[config.mk]
export PLATFORM = sky130hd
export DESIGN_NAME = fifo_rx_word_packer_flat
export DESIGN_NICKNAME = d
export VERILOG_FILES = /design/src/rtl/fifo_rx_word_packer_if.sv /design/src/rtl/fifo_rx_word_packer.sv /design/src/flat_wrapper.sv
export SDC_FILE = /design/constraint.sdc
export NUM_CORES = 1
export LEC_CHECK = 0
export ABC_AREA = 1
export BUFFER_PORTS_ARGS = -buffer_cell sky130_fd_sc_hd__buf_2
export CORE_ASPECT_RATIO = 1.5
export CORE_MARGIN = 2
export CORE_UTILIZATION = 59
export CTS_BUF_LIST = sky130_fd_sc_hd__clkbuf_8
export DETAILED_ROUTE_END_ITERATION = 7
export PLACE_DENSITY = 0.92
export SETUP_SLACK_MARGIN = 0.02
export SLEW_MARGIN = 20
export SYNTH_ARGS = -nofsm -noshare
export SYNTH_HDL_FRONTEND = slang
export SYNTH_SLANG_ARGS = --single-unit
[constraint.sdc]
create_clock -name recv_clk -period 3.6 [get_ports recv_clk]
set_input_delay 0.18 -clock recv_clk [delete_from_list [all_inputs] [get_ports recv_clk]]
set_output_delay 0.18 -clock recv_clk [all_outputs]
set_load 0.02 [all_outputs]
[src/rtl/fifo_rx_word_packer_if.sv]
// Bundle of the FIFO read port and the packed-word valid/ready port.
interface fifo_rx_word_packer_if #(
  parameter int unsigned DATA_W = 8,
  parameter int unsigned PACK   = 4,
  parameter int unsigned CNT_W  = 3
);
  logic                     fifo_empty;
  logic [DATA_W-1:0]        recv_data;
  logic                     read_enable;
  logic                     flush;
  logic [DATA_W*PACK-1:0]   word_data;
  logic [CNT_W-1:0]         word_bytes;
  logic                     word_valid;
  logic                     word_ready;

  // Packer side: pops the FIFO and sources packed words.
  modport master (
    input  fifo_empty, recv_data, flush, word_ready,
    output read_enable, word_data, word_bytes, word_valid
  );

  // Environment side: FIFO, flush source and word consumer.
  modport slave (
    output fifo_empty, recv_data, flush, word_ready,
    input  read_enable, word_data, word_bytes, word_valid
  );
endinterface

[src/rtl/fifo_rx_word_packer.sv]
// Drains bytes from a first-word-fall-through FIFO and packs them little-endian into
// PACK-byte words on a valid/ready port. Partial words leave on flush or idle timeout.
module fifo_rx_word_packer #(
  parameter int unsigned DATA_W      = 8,
  parameter int unsigned PACK        = 4,
  parameter int unsigned CNT_W       = 3,
  parameter int unsigned TIMEOUT_CYC = 64
) (
  input logic                   recv_clk,
  input logic                   recv_rst,
  fifo_rx_word_packer_if.master bus
);
  localparam int unsigned WORD_W = DATA_W * PACK;
  localparam int unsigned IDLE_W = (TIMEOUT_CYC > 0) ? $clog2(TIMEOUT_CYC + 1) : 1;
  localparam logic [CNT_W-1:0]  PACK_CNT = CNT_W'(PACK);
  localparam logic [IDLE_W-1:0] IDLE_MAX = IDLE_W'(TIMEOUT_CYC);

  typedef enum logic [1:0] {StEmpty, StFill, StDrain} state_e;

  state_e              state_q, state_d;
  logic [WORD_W-1:0]   acc_q, acc_d;
  logic [CNT_W-1:0]    acc_cnt_q, acc_cnt_d;
  logic [WORD_W-1:0]   word_data_q, word_data_d;
  logic [CNT_W-1:0]    word_bytes_q, word_bytes_d;
  logic                word_valid_q, word_valid_d;
  logic                flush_pend_q, flush_pend_d;
  logic [IDLE_W-1:0]   idle_cnt_q, idle_cnt_d;

  logic                slot_free;
  logic                xfer;
  logic                pop;
  logic                timeout_hit;
  logic [CNT_W-1:0]    lane;
  logic [WORD_W-1:0]   lane_mask;

  // Handshake qualifiers: a sealed word moves to the output whenever the slot is free,
  // and the FIFO may be popped into the lane that frees up in the same cycle.
  always_comb begin
    slot_free   = ~word_valid_q | bus.word_ready;
    xfer        = (state_q == StDrain) & slot_free;
    pop         = ~recv_rst & ~bus.fifo_empty & ((acc_cnt_q < PACK_CNT) | xfer);
    timeout_hit = (TIMEOUT_CYC != 0) && (idle_cnt_q == IDLE_MAX);
  end

  // FSM state register.
  always_ff @(posedge recv_clk or posedge recv_rst) begin
    if (recv_rst) begin
      state_q <= StEmpty;
    end else begin
      state_q <= state_d;
    end
  end

  // FSM next state; the fill-to-drain check looks at the post-pop count so a full
  // word is sealed in the cycle after its last byte is popped.
  always_comb begin
    state_d = state_q;
    unique case (state_q)
      StEmpty: if (pop) state_d = StFill;
      StFill: begin
        if ((acc_cnt_d == PACK_CNT) || flush_pend_q || timeout_hit) state_d = StDrain;
      end
      StDrain: if (xfer) state_d = pop ? StFill : StEmpty;
      default: state_d = StEmpty;
    endcase
  end

  // FSM/port outputs.
  always_comb begin
    bus.read_enable = pop;
    bus.word_data   = word_data_q;
    bus.word_bytes  = word_bytes_q;
    bus.word_valid  = word_valid_q;
  end

  // Datapath next state: accumulator, output word, flush request and idle counter.
  always_comb begin
    acc_d        = acc_q;
    acc_cnt_d    = acc_cnt_q;
    word_data_d  = word_data_q;
    word_bytes_d = word_bytes_q;
    word_valid_d = word_valid_q;
    flush_pend_d = flush_pend_q;
    idle_cnt_d   = idle_cnt_q;
    lane         = xfer ? '0 : acc_cnt_q;
    lane_mask    = '0;

    // Stale bytes from the previous word linger in the upper lanes; mask them off.
    for (int k = 0; k < int'(PACK); k++) begin
      if (CNT_W'(k) < acc_cnt_q) lane_mask[k*DATA_W +: DATA_W] = '1;
    end

    if (xfer) begin
      word_data_d  = acc_q & lane_mask;
      word_bytes_d = acc_cnt_q;
      word_valid_d = 1'b1;
      acc_cnt_d    = pop ? CNT_W'(1) : '0;
    end else if (word_valid_q & bus.word_ready) begin
      word_valid_d = 1'b0;
    end

    if (pop) begin
      for (int k = 0; k < int'(PACK); k++) begin
        if (lane == CNT_W'(k)) acc_d[k*DATA_W +: DATA_W] = bus.recv_data;
      end
      if (!xfer) acc_cnt_d = acc_cnt_q + CNT_W'(1);
    end

    // A flush seen while draining is covered by the transfer already pending.
    if (xfer) begin
      flush_pend_d = 1'b0;
    end else if (bus.flush && (state_q != StDrain) && ((acc_cnt_q != '0) || pop)) begin
      flush_pend_d = 1'b1;
    end

    if (pop || xfer) begin
      idle_cnt_d = '0;
    end else if ((state_q == StFill) && (idle_cnt_q != IDLE_MAX)) begin
      idle_cnt_d = idle_cnt_q + IDLE_W'(1);
    end
  end

  // Datapath registers.
  always_ff @(posedge recv_clk or posedge recv_rst) begin
    if (recv_rst) begin
      acc_q        <= '0;
      acc_cnt_q    <= '0;
      word_data_q  <= '0;
      word_bytes_q <= '0;
      word_valid_q <= 1'b0;
      flush_pend_q <= 1'b0;
      idle_cnt_q   <= '0;
    end else begin
      acc_q        <= acc_d;
      acc_cnt_q    <= acc_cnt_d;
      word_data_q  <= word_data_d;
      word_bytes_q <= word_bytes_d;
      word_valid_q <= word_valid_d;
      flush_pend_q <= flush_pend_d;
      idle_cnt_q   <= idle_cnt_d;
    end
  end
endmodule

[src/flat_wrapper.sv]
// flat-port wrapper written by rule: the top's interface ports become plain ports
module fifo_rx_word_packer_flat 
#(
  parameter int unsigned DATA_W      = 8,
  parameter int unsigned PACK        = 4,
  parameter int unsigned CNT_W       = 3,
  parameter int unsigned TIMEOUT_CYC = 64
)
  (recv_clk, recv_rst, bus_fifo_empty, bus_recv_data, bus_flush, bus_word_ready, bus_read_enable, bus_word_data, bus_word_bytes, bus_word_valid);
  fifo_rx_word_packer_if #(.DATA_W(DATA_W), .PACK(PACK), .CNT_W(CNT_W)) bus_i ();
  input logic recv_clk;
  input logic recv_rst;
  input wire logic [$bits(bus_i.fifo_empty)-1:0] bus_fifo_empty;
  input wire logic [$bits(bus_i.recv_data)-1:0] bus_recv_data;
  input wire logic [$bits(bus_i.flush)-1:0] bus_flush;
  input wire logic [$bits(bus_i.word_ready)-1:0] bus_word_ready;
  output wire logic [$bits(bus_i.read_enable)-1:0] bus_read_enable;
  output wire logic [$bits(bus_i.word_data)-1:0] bus_word_data;
  output wire logic [$bits(bus_i.word_bytes)-1:0] bus_word_bytes;
  output wire logic [$bits(bus_i.word_valid)-1:0] bus_word_valid;
  assign bus_i.fifo_empty = bus_fifo_empty;
  assign bus_i.recv_data = bus_recv_data;
  assign bus_i.flush = bus_flush;
  assign bus_i.word_ready = bus_word_ready;
  assign bus_read_enable = bus_i.read_enable;
  assign bus_word_data = bus_i.word_data;
  assign bus_word_bytes = bus_i.word_bytes;
  assign bus_word_valid = bus_i.word_valid;
  fifo_rx_word_packer #(.DATA_W(DATA_W), .PACK(PACK), .CNT_W(CNT_W), .TIMEOUT_CYC(TIMEOUT_CYC)) u_core (.recv_clk(recv_clk), .recv_rst(recv_rst), .bus(bus_i));
endmodule
==> reports/summary.txt <==
status: completed
Rows: 33
clk slew on worst S/H paths: 0.07 ns
Worst Path Arrival: 2.50 ns
top cell type's share of synthesized area: 0.600
ant diodes: 0
Final Critical Period: 2.22 ns
Post-synth EDFFs: 0
initial core utilization: 0.615
MaxCap Viol Count: 0
Synth Instances: 363
CTS max path bufs: 2
CP Capture Type: flip-flop
Top Layer Used: met4
initial antenna violation count: 0
synthesized area per cell: 9.30 sq um
Nets: 430
DP HPWL: 4840 um
fillers: 401
dpl cells: 472
met3 wire length: 246 um
Final setup viols: 0
Routed WL per cell: 14.2 um
syn nets: 380
Synth Flop Type: dfrtp_1
Non-Filler Instances: 487
critical path's largest stage delay: 0.59 ns
maximum VDD drop: 0.000415 V
die width: 65.8 um
FMAX: 450 MHz
Pwr Total: 3140 uW
Setup TNS: 0 ns
max-slew violation count: 0
TritonCTS Buffers: 9
crit start category: flip-flop
DRC: 0
vias per inst: 5.33
CTS tree: yes
clock sink count: 81
worst skew pair latency: 0.35 ns
Met2 Wirelength: 3710 um
ratio of cells with drive above 1 in the final layout: 0.189
crit-path cells: inv_2, nor2_4, nand2_4, inv_1, nor3_4, nor2_1, a21oi_1
Die ar.: 6360 sq um
cts repair resizes: 0
global-route wire length before repair: 11,700 um
final hold vios: 0
Final Cycle Share: 0.617
most common cell in the netlist: nand2_1
Worst slew margin: 0.357
Port Buf Inserts: 49
post-layout util: 0.698
warnings from Yosys: 0
initial drt markers: 170
largest net degree at the start of global routing: 82
core area: 5490 sq um
top post-synthesis cells by area: dfrtp_1 (60%), nand2_1 (12%), o21ai_0 (8.7%), inv_1 (3.9%), nor2_1 (2.1%)
Critical Path RT: 3.88 ns
grt ovf: 0
RSZ-0062 raised after global routing: false
register bit total from synthesis: 81
WL final: 6900 um
Mapped Area: 3380 sq um
Worst Hold Class: input port to flip-flop
Post-synth top cells: nand2_1 (104), dfrtp_1 (81), o21ai_0 (59)
Die H: 96.7 um
Crit Path Class: flip-flop to flip-flop
post-synth cell types: 29
CP Buf/Inv Count: 2
Initial DRT Pass Iterations: 4
post-route setup slack: 1.38 ns
Final Skew: 0.00785 ns
GRT Util Overall: 0.242
CTS H-tree depth: 3
register area share after synthesis: 0.600
DRT antenna net count: 0
crit-path max FO: 63
Syn-to-layout area delta: 13.5%
via count: 2,597
worst slew pin tran: 0.965 ns
ys async rst share: 1.00
PD cells: 820 nW/um^2
Static Leakage: 0.00199 uW
CTS Hold Bufs: 0
wl on met1: 2770 um
setup bufs post-CTS: 0
largest area contributor in the netlist: dfrtp_1
Ports: 50
slowest cell on the critical path: nor3_4
dpl ws: 1.40 ns
vias in the first global route: 2,610
gpl congestion: 0.797
CP top delay family: simple AND/OR/NAND/NOR gates
root buf cell: clkbuf_8
-- tightest hold or removal path, stage by stage --
cell	delay, ns
buf_2	0.08
nand2_1	0.04
o21ai_0	0.06
-- layout make-up --
| cell class | count | area [sq um] | area share |
|---|---|---|---|
| Sequential cell | 81 | 2030 | 0.529 |
| Clock inverter | 5 | 50.0 | 0.0131 |
| Tap cell | 70 | 87.6 | 0.0229 |
| Multi-Input combinational cell | 232 | 1130 | 0.295 |
| Clock buffer | 10 | 138 | 0.0359 |
| Timing Repair Buffer | 50 | 253 | 0.0659 |
| Inverter | 39 | 146 | 0.0382 |
-- routing by layer --
layer  track usage  vias up
li1              -     1260
met1         0.287     1260
met2         0.407       61
met3        0.0581       16
met4         0.112        0
met5             0        -
-- registers in the layout (all words and copies together) (netlist names) --
signal                 cells
u_core.acc_q              32
u_core.bus.word_valid      1
u_core.bus.word_data      32
u_core.idle_cnt_q          7
u_core.bus.word_bytes      3
u_core.flush_pend_q        1
u_core.state_q             2
u_core.acc_cnt_q           3
-- stage by stage --
step,area (sq um),hold slack (ns)
detailed placement,3640,0.405
floorplan,3380,0.301
global route,3830,0.0539
finish,3830,0.0431
global placement,3640,0.402
CTS,3830,0.0386
-- layout by cell type (no fill, tap or decap), drive strengths merged, types with 4 or more instances in the layout --
cell type	synthesis	routed
nand2	109	109
dfrtp	81	81
o21ai	64	64
buf	8	50
inv	38	41
nor2	21	21
nand3	12	12
clkbuf	3	10
a21oi	9	9
ha	4	4
nor3	4	4
-- final timing paths --
path / end / slack [ns] / cells after the start / startpoint
setup / recovery: u_core.acc_q[19] / 1.38 / 7 / u_core.state_q[1]
hold / removal: u_core.acc_q[27] / 0.04 / 3 / bus_recv_data[3]
setup reg to reg: u_core.acc_q[19] / 1.38 / 7 / u_core.state_q[1]
hold reg to reg: u_core.bus.word_bytes[2] / 0.49 / 2 / u_core.bus.word_bytes[2]
max in group asynchronous: u_core.bus.word_data[13] / 2.85 / 3 / recv_rst
min in group asynchronous: u_core.bus.word_bytes[0] / 0.14 / 3 / recv_rst
-- report_power, final --
group | switching [uW] | internal [uW] | leakage, uW
sequential | 205 | 1250 | 0.00104
combinational | 718 | 341 | 0.000847
clock | 298 | 329 | 0.000106
total | 1220 | 1920 | 0.00199
-- kinds of logic after synthesis --
kind of cell    after synthesis  synth area share
buf+inv                      50            0.0648
fa+ha+maj                     4            0.0148
flops                        81             0.600
compound gates               77             0.119
simple gates                149             0.196
xor+xnor                      2           0.00519
Note: power is estimated with default switching activity, not from simulation.
